[config.mk]
export PLATFORM = sky130hd
export DESIGN_NAME = mult_sequencer_n
export DESIGN_NICKNAME = d
export VERILOG_FILES = /design/src/rtl/mult_pkg.sv /design/src/rtl/mult_step_counter.sv /design/src/rtl/mult_sequencer_n.sv
export SDC_FILE = /design/constraint.sdc
export NUM_CORES = 1
export LEC_CHECK = 0
export ABC_AREA = 1
export CAP_MARGIN = 20
export CORE_AREA = 5 5 43 45
export DETAILED_ROUTE_END_ITERATION = 10
export DIE_AREA = 0 0 48 50
export GPL_TIMING_DRIVEN = 0
export PLACE_DENSITY = 0.81
export SYNTH_ARGS = -nofsm -noshare
export SYNTH_HDL_FRONTEND = slang
export SYNTH_SLANG_ARGS = --single-unit
export TNS_END_PERCENT = 50
[constraint.sdc]
create_clock -name clock -period 1.97 [get_ports clock]
set_input_delay 0.394 -clock clock [delete_from_list [all_inputs] [get_ports clock]]
set_output_delay 0.394 -clock clock [all_outputs]
set_load 0.01 [all_outputs]
[src/rtl/mult_pkg.sv]
`default_nettype none
// ============================================================================
// Module  : mult_pkg
// Brief   : Shared state encoding for the shift-and-add multiplier sequencer.
// Revision: 1.0 - initial release
// ============================================================================
package mult_pkg;

    typedef enum logic [2:0] {
        IDLE  = 3'd0,
        LOAD  = 3'd1,
        EVAL  = 3'd2,
        ADD   = 3'd3,
        SHIFT = 3'd4,
        DONE  = 3'd5
    } state_t;

endpackage
`default_nettype wire

[src/rtl/mult_step_counter.sv]
`default_nettype none
// ============================================================================
// Module  : mult_step_counter
// Brief   : Saturating shift-step counter with clear and last-step flag.
// Revision: 1.0 - initial release
// ============================================================================
module mult_step_counter #(
    parameter  int N  = 8,
    localparam int CW = $clog2(N + 1)
) (
    input  logic          clock,
    input  logic          n_reset,
    input  logic          clear,
    input  logic          inc,
    output logic [CW-1:0] count,
    output logic          last
);

    logic [CW-1:0] count_q;
    logic [CW-1:0] count_d;

    always_comb begin
        count_d = count_q;
        if (clear) begin
            count_d = '0;
        end else if (inc && (count_q != CW'(N))) begin
            count_d = count_q + CW'(1);
        end
    end

    always_ff @(posedge clock or negedge n_reset) begin
        if (!n_reset) begin
            count_q <= '0;
        end else begin
            count_q <= count_d;
        end
    end

    assign count = count_q;
    assign last  = (count_q == CW'(N - 1));

endmodule
`default_nettype wire

[src/rtl/mult_sequencer_n.sv]
`default_nettype none
// ============================================================================
// Module  : mult_sequencer_n
// Brief   : Control FSM for an N-bit shift-and-add multiplier datapath.
// Revision: 1.0 - initial release
// ============================================================================
module mult_sequencer_n
    import mult_pkg::*;
#(
    parameter  int N  = 8,
    localparam int CW = $clog2(N + 1)
) (
    input  logic          clock,
    input  logic          n_reset,
    input  logic          start,
    input  logic          abort,
    input  logic          early_en,
    input  logic          Q0,
    input  logic          Qz,
    output logic          resetout,
    output logic          add,
    output logic          shift,
    output logic          ready,
    output logic          busy,
    output logic          done,
    output logic [CW-1:0] count
);

    state_t state_q, state_d;
    logic   resetout_q, resetout_d;
    logic   add_q, add_d;
    logic   shift_q, shift_d;
    logic   ready_q, ready_d;
    logic   busy_q, busy_d;
    logic   done_q, done_d;
    logic   last_step;

    // Counter follows the state actually presented to the datapath, so a
    // SHIFT cut short by abort still counts the shift that was performed.
    mult_step_counter #(
        .N (N)
    ) u_step_counter (
        .clock   (clock),
        .n_reset (n_reset),
        .clear   (state_q == LOAD),
        .inc     (state_q == SHIFT),
        .count   (count),
        .last    (last_step)
    );

    always_comb begin
        state_d = state_q;
        case (state_q)
            IDLE:    if (start) state_d = LOAD;
            LOAD:    state_d = EVAL;
            EVAL: begin
                if (early_en && Qz) state_d = DONE;
                else if (Q0)        state_d = ADD;
                else                state_d = SHIFT;
            end
            ADD:     state_d = SHIFT;
            SHIFT:   state_d = last_step ? DONE : EVAL;
            DONE:    state_d = IDLE;
            default: state_d = IDLE;
        endcase
        if (abort) state_d = IDLE;

        // Outputs are registered copies of the decode of the next state.
        resetout_d = (state_d == LOAD);
        add_d      = (state_d == ADD);
        shift_d    = (state_d == SHIFT);
        ready_d    = (state_d == IDLE);
        busy_d     = (state_d != IDLE);
        done_d     = (state_d == DONE);
    end

    always_ff @(posedge clock or negedge n_reset) begin
        if (!n_reset) begin
            state_q    <= IDLE;
            resetout_q <= 1'b0;
            add_q      <= 1'b0;
            shift_q    <= 1'b0;
            ready_q    <= 1'b1;
            busy_q     <= 1'b0;
            done_q     <= 1'b0;
        end else begin
            state_q    <= state_d;
            resetout_q <= resetout_d;
            add_q      <= add_d;
            shift_q    <= shift_d;
            ready_q    <= ready_d;
            busy_q     <= busy_d;
            done_q     <= done_d;
        end
    end

    assign resetout = resetout_q;
    assign add      = add_q;
    assign shift    = shift_q;
    assign ready    = ready_q;
    assign busy     = busy_q;
    assign done     = done_q;

endmodule
`default_nettype wire
==> results.cfg, run 1 <==
[cts]
cts_hold_buf = 0
cts_buffers = 3
root_buffer = clkbuf_4
clk_pin_slew_ns = 0.08
cts_max_level = 1
cts_resized = 0
cts_setup_buffers = 0
clock_sinks = 13
clock_latency_ns = 0.26
cts_tree = built
cts.path.max_buffers = 2

[power_and_ir_drop]
leakagePower_nw = 0.4312
p_int_mw = 0.4641
p_per_area_nw_per_um2 = 767.4
power.switching_mw = 0.1974
clkPwrFrac = 0.240
power_frac_seq = 0.484
p_sw_frac = 0.2984
comb_power_share = 0.276
ir_worst_vdd_mv = 0.4570

[yosys]
synth_area_um2 = 655.6
yosys_register_bits = 13
ys_seq_area_frac = 0.4981
synthArstFlopShare = 1.000
synth-main-ff-cell = dfrtp_1
synth_enable_flop_cells = 0
yosys_warnings = 0
synth_nets = 88
synthCells = 79
synth_cell_types = 14
synth.avg_cell_area_um2 = 8.299

[global_route]
grt_pass1_wl_um = 2214
grt_max_degree = 14
track_usage = 0.1300
grt_overflow_total = 0
first_global_vias = 565
antenna_found_initial = 0

[timing]
tns_ns = 0
timing.hold.ws_ns = 0.4849
min_period_ns = 1.703
min_period_over_period = 0.8644
finClkSkew_ns = 0.003474
drv_slew = 0
rsz0062_at_grt = false
finalSetupViolations = 0
clock.fmax_ghz = 0.5872
tightest_slew_ns = 0.5633
max_slew_margin = 0.6233
finalHoldViolCount = 0

[finish]
diodes = 0
fin_area_um2 = 862.1
syn2layout_area_growth_pct = 31.49
layout-drive-gt1-share = 0.1414
fin_nets = 109

[routing]
wl_per_cell_um = 10.70
vias = 552
vias_per_cell = 4.800
routed_wl_um = 1231
antenna_left = 0
wl_met3_um = 26
drc = 0
dr.pass1.iters = 4
wl_met1_um = 545
topRoutingLayerUsed = met4
drtIter0Drc = 10
route.met2.wl_um = 639

[placement]
gp_congestion = 0.8536
place.port_buffers = 16
dp_hpwl_um = 1008
dpl_cell_area_um2 = 835.8

[die]
core_area_um2 = 1436
fp-row-count = 14
io_pins = 17
die-area_um2 = 2400
fp.dieH_um = 50
fp.dieW_um = 48
initial_core_util = 0.4564

[critical_path]
cpPeakStageDelay_ns = 0.53
end_kind = primary output
worstPathRequired_ns = 1.58
cp_data_arrival_time_ns = 1.31
cp_max_fo = 1
cpMaxStageDelayCell = clkdlybuf4s50_1
critPathTopFamily = buffers and inverters
cp.buffers_inverters = 1
crit_type = flop to primary output
start_kind = flop
cp_cell_sequence = clkdlybuf4s50_1

[run_status]
status = finished clean

[worst_hold_path]
min_path_type = input pin to async pin

[run]
maxCapViolations = 0
==> cell usage after synthesis (2+ instances only) <==
cell     count  area (um^2)
nand2_1     13        48.80
ha_1         2        25.02
o21ai_0      4        20.02
dfrtp_1     12        300.3
nor2_1      10        37.54
nand2_2      6        37.54
nor2_4       2        22.52
nand3_1     12        60.06
a21oi_1      2        10.01
inv_1       12        45.04
==> cell families after synthesis <==
logic type                 synth area share
AOI/OAI and AO/OA                   0.04580
xor gates and xnor gates            0.01336
adders and majority gates           0.03816
buffers and inverters               0.07442
DFF                                  0.4981
and+or+nand+nor                      0.3302
==> power groups by stage <==
stage	Sequential [mW]	Clock, mW	Combinational, mW
3_3_place_gp	0.325	0	0.180
2_1_floorplan	0.337	0	0.0832
3_5_place_dp	0.326	0	0.184
5_1_grt	0.324	0.177	0.203
4_1_cts	0.320	0.162	0.185
6_report	0.320	0.159	0.183
==> metrics by stage <==
stage / utilization / setup slack, ns / power, mW / instances
4_1_cts: 0.6002 / 0.2570 / 0.6677 / 115
6_report: 0.6002 / 0.2671 / 0.6615 / 115
2_1_floorplan: - / 0.7398 / 0.4203 / 79
3_5_place_dp: 0.5819 / 0.3880 / 0.5100 / 111
3_3_place_gp: 0.5819 / 0.3908 / 0.5048 / 111
5_1_grt: 0.6002 / 0.2341 / 0.7036 / 115
==> per-layer routing <==
metal | vias to the layer above | track usage
li1 | 284 | -
met1 | 258 | 0.1441
met2 | 8 | 0.2159
met3 | 2 | 0.02182
met4 | 0 | 0.08072
met5 | - | 0
==> registers in the layout, indices dropped and copies added (netlist names) <==
name,cells
shift,1
resetout,1
add,1
u_step_counter.count,4
ready,1
done,1
busy,1
state_q,3
==> cells in the final DEF, fill, tap and decap left out <==
| cell | synthesis | final |
|---|---|---|
| clkdlybuf4s50_1 | 0 | 16 |
| inv_2 | 1 | 1 |
| dfstp_2 | 1 | 1 |
| inv_1 | 12 | 12 |
| nor2_1 | 10 | 10 |
| clkbuf_4 | 0 | 3 |
| nand2_1 | 13 | 13 |
| nand3_2 | 1 | 1 |
| dfrtp_1 | 12 | 12 |
| o21ai_0 | 4 | 4 |
| nor2_4 | 2 | 2 |
| a21oi_1 | 2 | 2 |
| nand2_2 | 6 | 6 |
| xor2_1 | 1 | 1 |
| nand3_1 | 12 | 12 |
| clkbuf_1 | 0 | 1 |
| ha_1 | 2 | 2 |
==> final timing paths <==
kind | slack [ns] | cells after the start | end | startpoint
setup / recovery | 0.27 | 1 | ready | ready
hold / removal | 0.48 | 1 | u_step_counter.count[2] | n_reset
setup reg to reg | 0.65 | 8 | shift | u_step_counter.count[0]
hold reg to reg | 0.61 | 2 | u_step_counter.count[2] | u_step_counter.count[2]
max in group asynchronous | 1.11 | 1 | ready | n_reset
min in group clock | 0.61 | 2 | u_step_counter.count[2] | u_step_counter.count[2]
==> cell type report <==
type | instances | area, um^2
inverter | 13 | 48.80
fill | 128 | 574.3
sequential | 13 | 326.6
tap | 16 | 20.02
clock buffer | 4 | 26.28
multi-input combinational | 53 | 280.3
timing repair buffer | 16 | 160.2
Power figures use the tool's default switching activity.
==> inputs of run 2 (changes only) <==
Settings changed: HOLD_SLACK_MARGIN set to 0.1, MAX_ROUTING_LAYER set to met4.
==> results.cfg, run 2 (synthesis gave the netlist of run 1 again) <==
[finish]
final_cell_mix = 16 x clkdlybuf4s50_1, 13 x nand2_1, 12 x inv_1, 12 x nand3_1, 12 x dfrtp_1
multi_input_area_um2 = 280.3
largest_register_ffs = 4
fillCellCount = 128
seqCellArea_um2 = 326.6
diodes = 0
layout-drive-gt1-share = 0.1414
syn2layout_area_growth_pct = 31.49
post-route-util = 0.6002
fin_nets = 109
layout_commonest_cell = clkdlybuf4s50_1
layout.cells.non_filler = 115
fin_area_um2 = 862.1

[timing]
setup_ws_ns = 0.2680
timing.hold.ws_ns = 0.4850
max_slew_margin = 0.6233
drv_slew = 0
finalSetupViolations = 0
clock.fmax_ghz = 0.5875
rsz0062_at_grt = false
finClkSkew_ns = 0.003549
min_period_ns = 1.702
min_period_over_period = 0.8640
tns_ns = 0
tightest_slew_ns = 0.5633
finalHoldViolCount = 0

[routing]
antenna_left = 0
vias = 550
routed_wl_um = 1231
wl_per_cell_um = 10.70
drc = 0
dr.pass1.iters = 4
vias_per_cell = 4.783
drtIter0Drc = 9

[critical_path]
cp_data_arrival_time_ns = 1.31
end_kind = primary output
cpPeakStageDelay_ns = 0.53
r2r_start = u_step_counter.count[0]
r2r_slack_ns = 0.65
r2r-end = shift
r2r_cells = 8
cpMaxStageDelayCell = clkdlybuf4s50_1
start_kind = flop
cp_cell_sequence = clkdlybuf4s50_1
cp.depth = 1
crit_type = flop to primary output
cp.buffers_inverters = 1
worstPathRequired_ns = 1.58
cp_max_fo = 1
critPathTopFamily = buffers and inverters

[power_and_ir_drop]
ir_worst_vdd_mv = 0.4570
p_per_area_nw_per_um2 = 767.2
leakagePower_nw = 0.4312
finalPower_mw = 0.6614

[global_route]
first_global_vias = 566
grt_pass1_wl_um = 2208
grt_max_degree = 14
antenna_found_initial = 0
grt_overflow_total = 0
track_usage = 0.1332

[die]
io_pins = 17
core_area_um2 = 1436
die-area_um2 = 2400
fp-row-count = 14
initial_core_util = 0.4564
fp.dieH_um = 50
fp.dieW_um = 48

[cts]
clock_latency_ns = 0.26
cts_setup_buffers = 0
clock_sinks = 13
cts_tree = built
root_buffer = clkbuf_4
cts_max_level = 1
clk_pin_slew_ns = 0.08
cts_buffers = 3
cts.path.max_buffers = 2
cts_resized = 0
cts_hold_buf = 0

[placement]
place.port_buffers = 16
place_ws_ns = 0.3880
dpl.cell_count = 111
dp_hpwl_um = 1008
gp_congestion = 0.8671
dpl_cell_area_um2 = 835.8

[run]
maxCapViolations = 0

[worst_hold_path]
min_path_type = input pin to async pin

[run_status]
status = finished clean
-- run 2: final cells by class --
class                      instances  share of cell area
sequential                        13              0.3788
multi-input combinational         53              0.3251
timing repair buffer              16              0.1858
inverter                          13             0.05660
clock buffer                       4             0.03048
tap                               16             0.02322
-- run 2: power breakdown --
group          internal [mW]  total, mW  switching [mW]
clock                 0.0782      0.159          0.0805
sequential             0.299      0.320          0.0211
combinational         0.0869      0.183          0.0957
-- run 2: metal layers --
metal  GRT usage  vias to the layer above  routed length (um)
met5           -                        -                   0
met4     0.08072                        0                  29
met3     0.02182                        2                  28
met2      0.2159                        8                 629
met1      0.1441                      256                 543
li1            -                      284                   -
-- run 2: worst max-delay path by stage --
| stage | from | to | slack, ns |
|---|---|---|---|
| 2_1_floorplan | u_step_counter.count[0] | shift | 0.74 |
| 3_3_place_gp | Q0 | shift | 0.39 |
| 3_5_place_dp | Q0 | shift | 0.39 |
| 4_1_cts | ready | ready | 0.26 |
| 5_1_grt | u_step_counter.count[3] | count[3] | 0.23 |
| 6_report | ready | ready | 0.27 |
